--- src/rtl/mdom_wvb_hdr_fifo_if.sv ---
// Header FIFO read port: head word, length and valid/ready handshake.
// The FIFO drives the master side; the readout arbiter takes the slave side.
interface mdom_wvb_hdr_fifo_if #(
  parameter int P_BUN_W = 80,
  parameter int P_LEN_W = 12
);
  logic [P_BUN_W-1:0] hdr_bundle;
  logic [P_LEN_W-1:0] hdr_len;
  logic               hdr_valid;
  logic               hdr_rdy;

  modport master (
    output hdr_bundle,
    output hdr_len,
    output hdr_valid,
    input  hdr_rdy
  );

  modport slave (
    input  hdr_bundle,
    input  hdr_len,
    input  hdr_valid,
    output hdr_rdy
  );
endinterface

--- src/rtl/mdom_wvb_hdr_fifo.sv ---
// Waveform-buffer header FIFO: packs header fields on capture, stores them
// in a first-word-fall-through FIFO with registered head and drop counter.
module mdom_wvb_hdr_fifo #(
  parameter int P_LTC_W      = 49,
  parameter int P_ADR_W      = 11,
  parameter int P_CONF_W     = 5,
  parameter int P_DEPTH_LOG2 = 4,
  parameter int P_OVF_W      = 16
) (
  input  logic                    clk,
  input  logic                    rst_n,
  input  logic                    hdr_wr,
  input  logic [P_LTC_W-1:0]      evt_ltc,
  input  logic [P_ADR_W-1:0]      start_addr,
  input  logic [P_ADR_W-1:0]      stop_addr,
  input  logic [1:0]              trig_src,
  input  logic                    cnst_run,
  input  logic [P_CONF_W-1:0]     pre_conf,
  input  logic                    sync_rdy,
  mdom_wvb_hdr_fifo_if.master     rd,
  output logic [P_DEPTH_LOG2:0]   fill_cnt,
  output logic                    full,
  output logic                    ovf_sticky,
  output logic [P_OVF_W-1:0]      ovf_cnt,
  input  logic                    ovf_clr
);

  localparam int W = P_LTC_W + 2*P_ADR_W + P_CONF_W + 4;
  localparam int L = P_ADR_W + 1;
  localparam int E = W + L;
  localparam int D = 2**P_DEPTH_LOG2;
  localparam int C = P_DEPTH_LOG2 + 1;

  logic [E-1:0]              mem [D];
  logic [P_DEPTH_LOG2-1:0]   wr_ptr;
  logic [P_DEPTH_LOG2-1:0]   rd_ptr;
  logic [P_DEPTH_LOG2-1:0]   rd_nxt;
  logic [C-1:0]              cnt_left;
  logic [C-1:0]              cnt_nxt;
  logic [P_ADR_W-1:0]        diff;
  logic [E-1:0]              wr_word;
  logic [E-1:0]              head_nxt;
  logic                      pop;
  logic                      wr_en;
  logic                      drop;

  // Length is stored with the entry; the modulo falls out of the
  // address-width subtraction.
  assign diff    = stop_addr - start_addr;
  assign wr_word = {L'(diff) + L'(1),
                    sync_rdy, pre_conf, cnst_run, trig_src,
                    stop_addr, start_addr, evt_ltc};

  assign full  = (fill_cnt == C'(D));
  assign pop   = rd.hdr_valid & rd.hdr_rdy;
  assign wr_en = hdr_wr & (~full | pop);
  assign drop  = hdr_wr & full & ~pop;

  // Bypass the array when the incoming word becomes the new head.
  always_comb begin
    rd_nxt   = rd_ptr + P_DEPTH_LOG2'(pop);
    cnt_left = fill_cnt - C'(pop);
    cnt_nxt  = cnt_left + C'(wr_en);
    head_nxt = (cnt_left == '0) ? wr_word : mem[rd_nxt];
  end

  always_ff @(posedge clk) begin
    if (wr_en) mem[wr_ptr] <= wr_word;
  end

  always_ff @(posedge clk or negedge rst_n) begin
    if (!rst_n) begin
      wr_ptr        <= '0;
      rd_ptr        <= '0;
      fill_cnt      <= '0;
      rd.hdr_valid  <= 1'b0;
      rd.hdr_bundle <= '0;
      rd.hdr_len    <= '0;
    end else begin
      if (wr_en) wr_ptr <= wr_ptr + 1'b1;
      rd_ptr       <= rd_nxt;
      fill_cnt     <= cnt_nxt;
      rd.hdr_valid <= (cnt_nxt != '0);
      if (cnt_nxt != '0) begin
        rd.hdr_bundle <= head_nxt[W-1:0];
        rd.hdr_len    <= head_nxt[E-1:W];
      end
    end
  end

  always_ff @(posedge clk or negedge rst_n) begin
    if (!rst_n) begin
      ovf_sticky <= 1'b0;
      ovf_cnt    <= '0;
    end else if (ovf_clr) begin
      ovf_sticky <= drop;
      ovf_cnt    <= P_OVF_W'(drop);
    end else if (drop) begin
      ovf_sticky <= 1'b1;
      if (ovf_cnt != '1) ovf_cnt <= ovf_cnt + 1'b1;
    end
  end

endmodule

--- src/flat_wrapper.sv ---
// flat-port wrapper written by rule: the top's interface ports become plain ports
module mdom_wvb_hdr_fifo_flat 
#(
  parameter int P_LTC_W      = 49,
  parameter int P_ADR_W      = 11,
  parameter int P_CONF_W     = 5,
  parameter int P_DEPTH_LOG2 = 4,
  parameter int P_OVF_W      = 16
)
  (clk, rst_n, hdr_wr, evt_ltc, start_addr, stop_addr, trig_src, cnst_run, pre_conf, sync_rdy, fill_cnt, full, ovf_sticky, ovf_cnt, ovf_clr, rd_hdr_bundle, rd_hdr_len, rd_hdr_valid, rd_hdr_rdy);
  mdom_wvb_hdr_fifo_if #(.P_BUN_W((80)), .P_LEN_W((12))) rd_i ();
  input  logic clk;
  input  logic rst_n;
  input  logic hdr_wr;
  input  logic [P_LTC_W-1:0] evt_ltc;
  input  logic [P_ADR_W-1:0] start_addr;
  input  logic [P_ADR_W-1:0] stop_addr;
  input  logic [1:0] trig_src;
  input  logic cnst_run;
  input  logic [P_CONF_W-1:0] pre_conf;
  input  logic sync_rdy;
  output logic [P_DEPTH_LOG2:0] fill_cnt;
  output logic full;
  output logic ovf_sticky;
  output logic [P_OVF_W-1:0] ovf_cnt;
  input  logic ovf_clr;
  output wire logic [$bits(rd_i.hdr_bundle)-1:0] rd_hdr_bundle;
  output wire logic [$bits(rd_i.hdr_len)-1:0] rd_hdr_len;
  output wire logic [$bits(rd_i.hdr_valid)-1:0] rd_hdr_valid;
  input wire logic [$bits(rd_i.hdr_rdy)-1:0] rd_hdr_rdy;
  assign rd_hdr_bundle = rd_i.hdr_bundle;
  assign rd_hdr_len = rd_i.hdr_len;
  assign rd_hdr_valid = rd_i.hdr_valid;
  assign rd_i.hdr_rdy = rd_hdr_rdy;
  mdom_wvb_hdr_fifo #(.P_LTC_W(P_LTC_W), .P_ADR_W(P_ADR_W), .P_CONF_W(P_CONF_W), .P_DEPTH_LOG2(P_DEPTH_LOG2), .P_OVF_W(P_OVF_W)) u_core (.clk(clk), .rst_n(rst_n), .hdr_wr(hdr_wr), .evt_ltc(evt_ltc), .start_addr(start_addr), .stop_addr(stop_addr), .trig_src(trig_src), .cnst_run(cnst_run), .pre_conf(pre_conf), .sync_rdy(sync_rdy), .rd(rd_i), .fill_cnt(fill_cnt), .full(full), .ovf_sticky(ovf_sticky), .ovf_cnt(ovf_cnt), .ovf_clr(ovf_clr));
endmodule
--- config.mk ---
export PLATFORM = sky130hd
export DESIGN_NAME = mdom_wvb_hdr_fifo_flat
export DESIGN_NICKNAME = d
export VERILOG_FILES = /design/src/rtl/mdom_wvb_hdr_fifo_if.sv /design/src/rtl/mdom_wvb_hdr_fifo.sv /design/src/flat_wrapper.sv
export SDC_FILE = /design/constraint.sdc
export NUM_CORES = 2
export LEC_CHECK = 0
export ABC_CLOCK_PERIOD_IN_PS = 19550
export CAP_MARGIN = 20
export CORE_MARGIN = 4
export CORE_UTILIZATION = 45
export DETAILED_ROUTE_END_ITERATION = 12
export GPL_TIMING_DRIVEN = 0
export PLACE_DENSITY = 0.69
export SLEW_MARGIN = 25
export SYNTH_ARGS = -nofsm -noshare
export SYNTH_HDL_FRONTEND = slang
export SYNTH_SLANG_ARGS = --single-unit
--- constraint.sdc ---
create_clock -name clk -period 19.55 [get_ports clk]
set_input_delay 5.865 -clock clk [delete_from_list [all_inputs] [get_ports clk]]
set_output_delay 5.865 -clock clk [all_outputs]
set_load 0.05 [all_outputs]
### Yosys cells after proc, flatten, opt, wreduce, memory -nomap -nowiden

Memories as Yosys holds them, arrays and structs flattened.
Index checks and enable logic that the tools add are counted.

* register bits after elaboration: 123
* memories: 1
* RAM bits: 1472
* input bits: 85
* output and inout bits: 116

Memory list
* u_core.mem: depth 16, width 92, rd ports 1, clocked after Yosys merged registers in 0, write ports 1, line mdom_wvb_hdr_fifo.sv:34 `logic [E-1:0] mem [D];`

* reduce and logical (&&, ||, !) cells: 5
* equal/unequal tests: 2
* bitwise operators: 7
* $add $sub $neg: 7
* multiplexer cells: 8

Operator list (count)
* $mux W92: 1
* $mux W16: 3
* $add A16 B1 Y16 const B: 1
* $ne A16 B16 Y1 const B: 1
* $add A11 B1 Y12 const B: 1
* $sub A11 B11 Y11: 1
* $add A5 B1 Y5: 1
* $eq A5 B5 Y1 const B: 1
* $logic_not A5 Y1: 1
* $reduce_bool A5 Y1: 1
* $sub A5 B1 Y5: 1
* $add A4 B1 Y4: 1
* $add A4 B1 Y4 const B: 1
* $and A1 B1 Y1: 4
* $mux W1: 4
* $reduce_bool A2 Y1: 2
* $not A1 Y1: 2
* $reduce_and A2 Y1: 1
* $or A1 B1 Y1: 1

### Longest topological paths before layout

* word-level depth: 6
* gate-level depth with buffers: 16

### Worst setup path after synthesis

No wires, ideal clock.

* path kind: input -> register
* start point: input port rd_hdr_rdy
* end point: memory u_core.mem[0][0] in the netlist's numbering (enable)
* library setup time: 0.769 ns
* arrival time: 14.804 ns
* buffers on the path: 0
* stages on the path: 4
* setup slack: 3.977 ns
* data required time: 18.781 ns
* path through: nand2_1 > nand2_1 > nand2_1 > nor4_1

* longest elaborated chain between the ends: 5

Ends and longest elaborated chain
* start, declared: line flat_wrapper.sv:30 `input wire logic [$bits(rd_i.hdr_rdy)-1:0] rd_hdr_rdy;`
* $and A1 B1 Y1: line mdom_wvb_hdr_fifo.sv:55 `assign pop = rd.hdr_valid & rd.hdr_rdy;`
* $or A1 B1 Y1: line mdom_wvb_hdr_fifo.sv:56 `assign wr_en = hdr_wr & (~full | pop);`
* $and A1 B1 Y1: line mdom_wvb_hdr_fifo.sv:56
* $mux W1: line mdom_wvb_hdr_fifo.sv:68 `if (wr_en) mem[wr_ptr] <= wr_word;`
* $mux W1 (implied by the code): line mdom_wvb_hdr_fifo.sv:68
* end, declared: line mdom_wvb_hdr_fifo.sv:34

Every way passes these cells.

### Worst setup path after layout

* start point: input port rd_hdr_rdy
* end point: register u_core.rd.hdr_len[3]

* longest elaborated chain between the ends: 5
* elaborated cells on any way between the ends: 10
* classes of those cells: add/sub: 3; mux: 1; bitwise: 3; reduce/logical: 2; memory: 1

Ends and longest elaborated chain
* $and A1 B1 Y1 (*): line mdom_wvb_hdr_fifo.sv:55
* branches (longest 4 deep; another with $sub A5 B1 Y5)
* end signal, assigned: line mdom_wvb_hdr_fifo.sv:86 `rd.hdr_len <= head_nxt[E-1:W];`
* end, declared: line mdom_wvb_hdr_fifo_if.sv:14 `output hdr_len,`

Mark *: on every way between the ends.
A chain may end at the register's enable or synchronous reset.

==> impl_metrics.json <==
{
  "floorplan.io_pins": 201,
  "fillerInstances": 10760,
  "setup.worst_path.class": "input port to flip-flop",
  "p_leak_nw": 24.58,
  "post-route-worst-setup-slack_ns": 9.864,
  "die-area_um2": 146100,
  "total_of_flip_flops_plus_latches_after_synthesis": 1595,
  "netlist_top_cells_area": "edfxtp_1, mux4_2, dfrtp_1",
  "post-route-util": 0.5317,
  "postRouteAntennaNets": 0,
  "seqCellArea_um2": 47280,
  "die_w_um": 382.2,
  "detail_route.wirelength_mm": 155.4,
  "synthToLayoutAreaGrowth_pct": 17.58,
  "holdPathStages": 1,
  "die_height_um": 382.2,
  "routed-via-count": 32900,
  "outcome": "finished clean",
  "drt_drc_violations_left": 0,
  "pre_cts_ws_ns": 9.110,
  "critical_path_required_ns": 20.24,
  "yosys.area.top_type": "edfxtp_1",
  "routedWlPerCell_um": 27.26,
  "gp_congestion": 0.7689,
  "async_flop_share": 0.07712,
  "fp.coreArea_um2": 139400,
  "global_route.usage.total": 0.2131,
  "wire_length_of_the_first_global_routing_pass_mm": 228.1,
  "netlist_area_um2": 63020,
  "path_clk_slew_ns": 0.06,
  "critical_path_arrival_ns": 10.37,
  "layout-drive-gt1-share": 0.2688,
  "placementRows": 137,
  "max_cap_viol_count": 0,
  "final_report_setup_violation_count": 0,
  "final_hold_violation_count": 0,
  "worstHoldPathType": "flip-flop to flip-flop",
  "cts_tree": "yes",
  "vias_in_the_first_global_route": 33660,
  "detail_route.vias_per_cell": 5.771,
  "initial_antenna_violation_count": 8,
  "cts.sinks": 1595,
  "mappedNetlistNets": 3322,
  "place_hpwl_mm": 100.0,
  "critPathCaptureType": "flip-flop",
  "multi_input_area_um2": 14590,
  "power.density_cell_area_nw_per_um2": 174.4,
  "max-clock-path-buffers": 3,
  "slew-limit-headroom": 0.2962,
  "period_minus_slack_ns": 9.686,
  "yosys.cell_types.count": 63,
  "postSynth.topFlopCell": "edfxtp_1",
  "globalRoute.totalOverflow": 0,
  "post_cts_setup_buffer_count": 0,
  "grt_max_degree": 49,
  "mostFrequentLayoutCell": "edfxtp_1",
  "initialDrtViolationCount": 3647,
  "synth_area_per_cell_um2": 19.61,
  "cts_root_buf": "clkbuf_16",
  "critical_path.startpoint_type": "input port",
  "port_buffers": 199,
  "ys_warn_count": 0,
  "synth_edf_count": 1472,
  "nNetsFinal": 3800,
  "drt_pre_antenna_iters": 6,
  "final.hold.worst_slack_ns": 0.5049,
  "htree_levels": 4,
  "most_frequent_cells_in_the_layout": "edfxtp_1, nand2_1, mux4_2",
  "synth_cells": 3214,
  "peakVddDrop_mv": 0.1219,
  "critPathMaxFanout": 10,
  "worst_r2r_path_depth": 12,
  "initial_core_util": 0.4522,
  "total_power_mw": 12.92,
  "count_of_final_max_slew_check_failures": 0,
  "final_min_period_over_clock_period": 0.4954,
  "clock_latency_ns": 0.77,
  "worst_clock_skew_ns": 0.03044,
  "cts_repair_resize_count": 0,
  "sequential_fraction_of_the_synthesis_area": 0.7503,
  "tightest_slew_ns": 1.056,
  "postCtsHoldBufs": 0,
  "synth.top_cell.area_share": 0.7014,
  "max_clock_freq_mhz": 103.2,
  "tritoncts.num_buffers": 161,
  "rsz0062_at_grt": "no"
}
==> report_power, final <==
group / internal [mW] / switching [mW] / total (mW)
sequential: 4.20 / 0.165 / 4.36
clock: 1.75 / 1.26 / 3.01
combinational: 2.29 / 3.25 / 5.54
==> metrics by stage <==
step	instance area (um^2)	cells	TNS [ns]
floorplan	63020	3214	0
global placement	67360	5289	-1361.63
detailed placement	68920	5405	0
CTS	74060	5697	0
global route	74090	5698	0
finish	74090	5701	0
==> critical path, stage by stage <==
cell             delay (ns)
clkdlybuf4s50_1        0.40
nand2_1                0.10
inv_1                  0.17
ha_1                   0.26
ha_1                   0.21
xnor2_2                0.76
buf_2                  0.44
buf_2                  0.64
buf_1                  0.70
nand2_1                0.12
a311oi_1               0.36
a21oi_1                0.14
a21oi_2                0.18
==> metal layers <==
layer	GRT usage	wire length [um]	part of all wire	vias to the layer above
met5	0	37	0.00024	-
met4	0.05957	3593	0.023	6
met3	0.05758	15000	0.097	224
met2	0.3348	73870	0.48	1475
met1	0.2965	62920	0.40	17280
li1	-	-	-	13910
==> sequential cells by signal, summed over array words and instances, names as in the netlist <==
| register | count |
|---|---|
| u_core.ovf_cnt | 16 |
| u_core.rd_ptr | 4 |
| u_core.rd.hdr_valid | 1 |
| u_core.mem | 1472 |
| u_core.ovf_sticky | 1 |
| u_core.rd.hdr_len | 12 |
| u_core.wr_ptr | 4 |
| u_core.rd.hdr_bundle | 80 |
| u_core.fill_cnt | 5 |
==> final cells by class <==
type	count	area share
Antenna cell	4	0.0001351
Buffer	187	0.01549
Clock buffer	226	0.06074
Clock inverter	66	0.008629
Inverter	33	0.001706
Multi-Input combinational cell	1399	0.1969
Sequential cell	1595	0.6381
Tap cell	1876	0.03168
Timing Repair Buffer	315	0.04664
==> synth_stat cells, types with 3 or more instances <==
master    instances
edfxtp_1       1472
nand2_1         374
mux4_2          371
dfrtp_1         123
and3_1           98
a21oi_1          94
a21oi_2          89
a311oi_1         87
nor2_2           82
clkbuf_1         75
buf_4            42
buf_2            37
nor2_1           33
inv_1            29
ha_1             22
xor2_1           22
and2_1           13
buf_1            13
nand3_1          11
xnor2_1          11
buf_12           10
buf_6            10
nand4_1          10
nor3_1            8
o21ai_0           8
nand3b_1          6
a21o_1            5
and4_1            4
nor4_1            4
a31oi_1           3
nor3b_1           3
or3_1             3
==> path summary, 6_finish.rpt <==
kind / startpoint / end / slack [ns]
min in group asynchronous: rst_n / u_core.rd.hdr_bundle[18] / 5.02
max in group asynchronous: rst_n / u_core.rd.hdr_bundle[58] / 13.87
min: u_core.rd_ptr[0] / u_core.rd_ptr[0] / 0.50
max: rd_hdr_rdy / u_core.rd.hdr_len[3] / 9.86
min reg2reg: u_core.rd_ptr[0] / u_core.rd_ptr[0] / 0.50
max reg2reg: u_core.rd.hdr_valid / u_core.rd.hdr_len[3] / 14.85
==> cell families (layout without fill, tap and decap cells) <==
kind of cell | after synthesis | in the layout | synth area share
flip-flops | 1595 | 1595 | 0.7503
AND/OR/NAND/NOR | 664 | 664 | 0.05059
multiplexers | 372 | 372 | 0.1328
AO/OA/AOI/OAI | 304 | 304 | 0.03610
buffers and inverters | 220 | 827 | 0.02015
XOR/XNOR | 36 | 36 | 0.005361
adder cells (fa/ha/maj) | 23 | 23 | 0.004686
other | 0 | 4 | 0
Power figures use the tool's default switching activity.
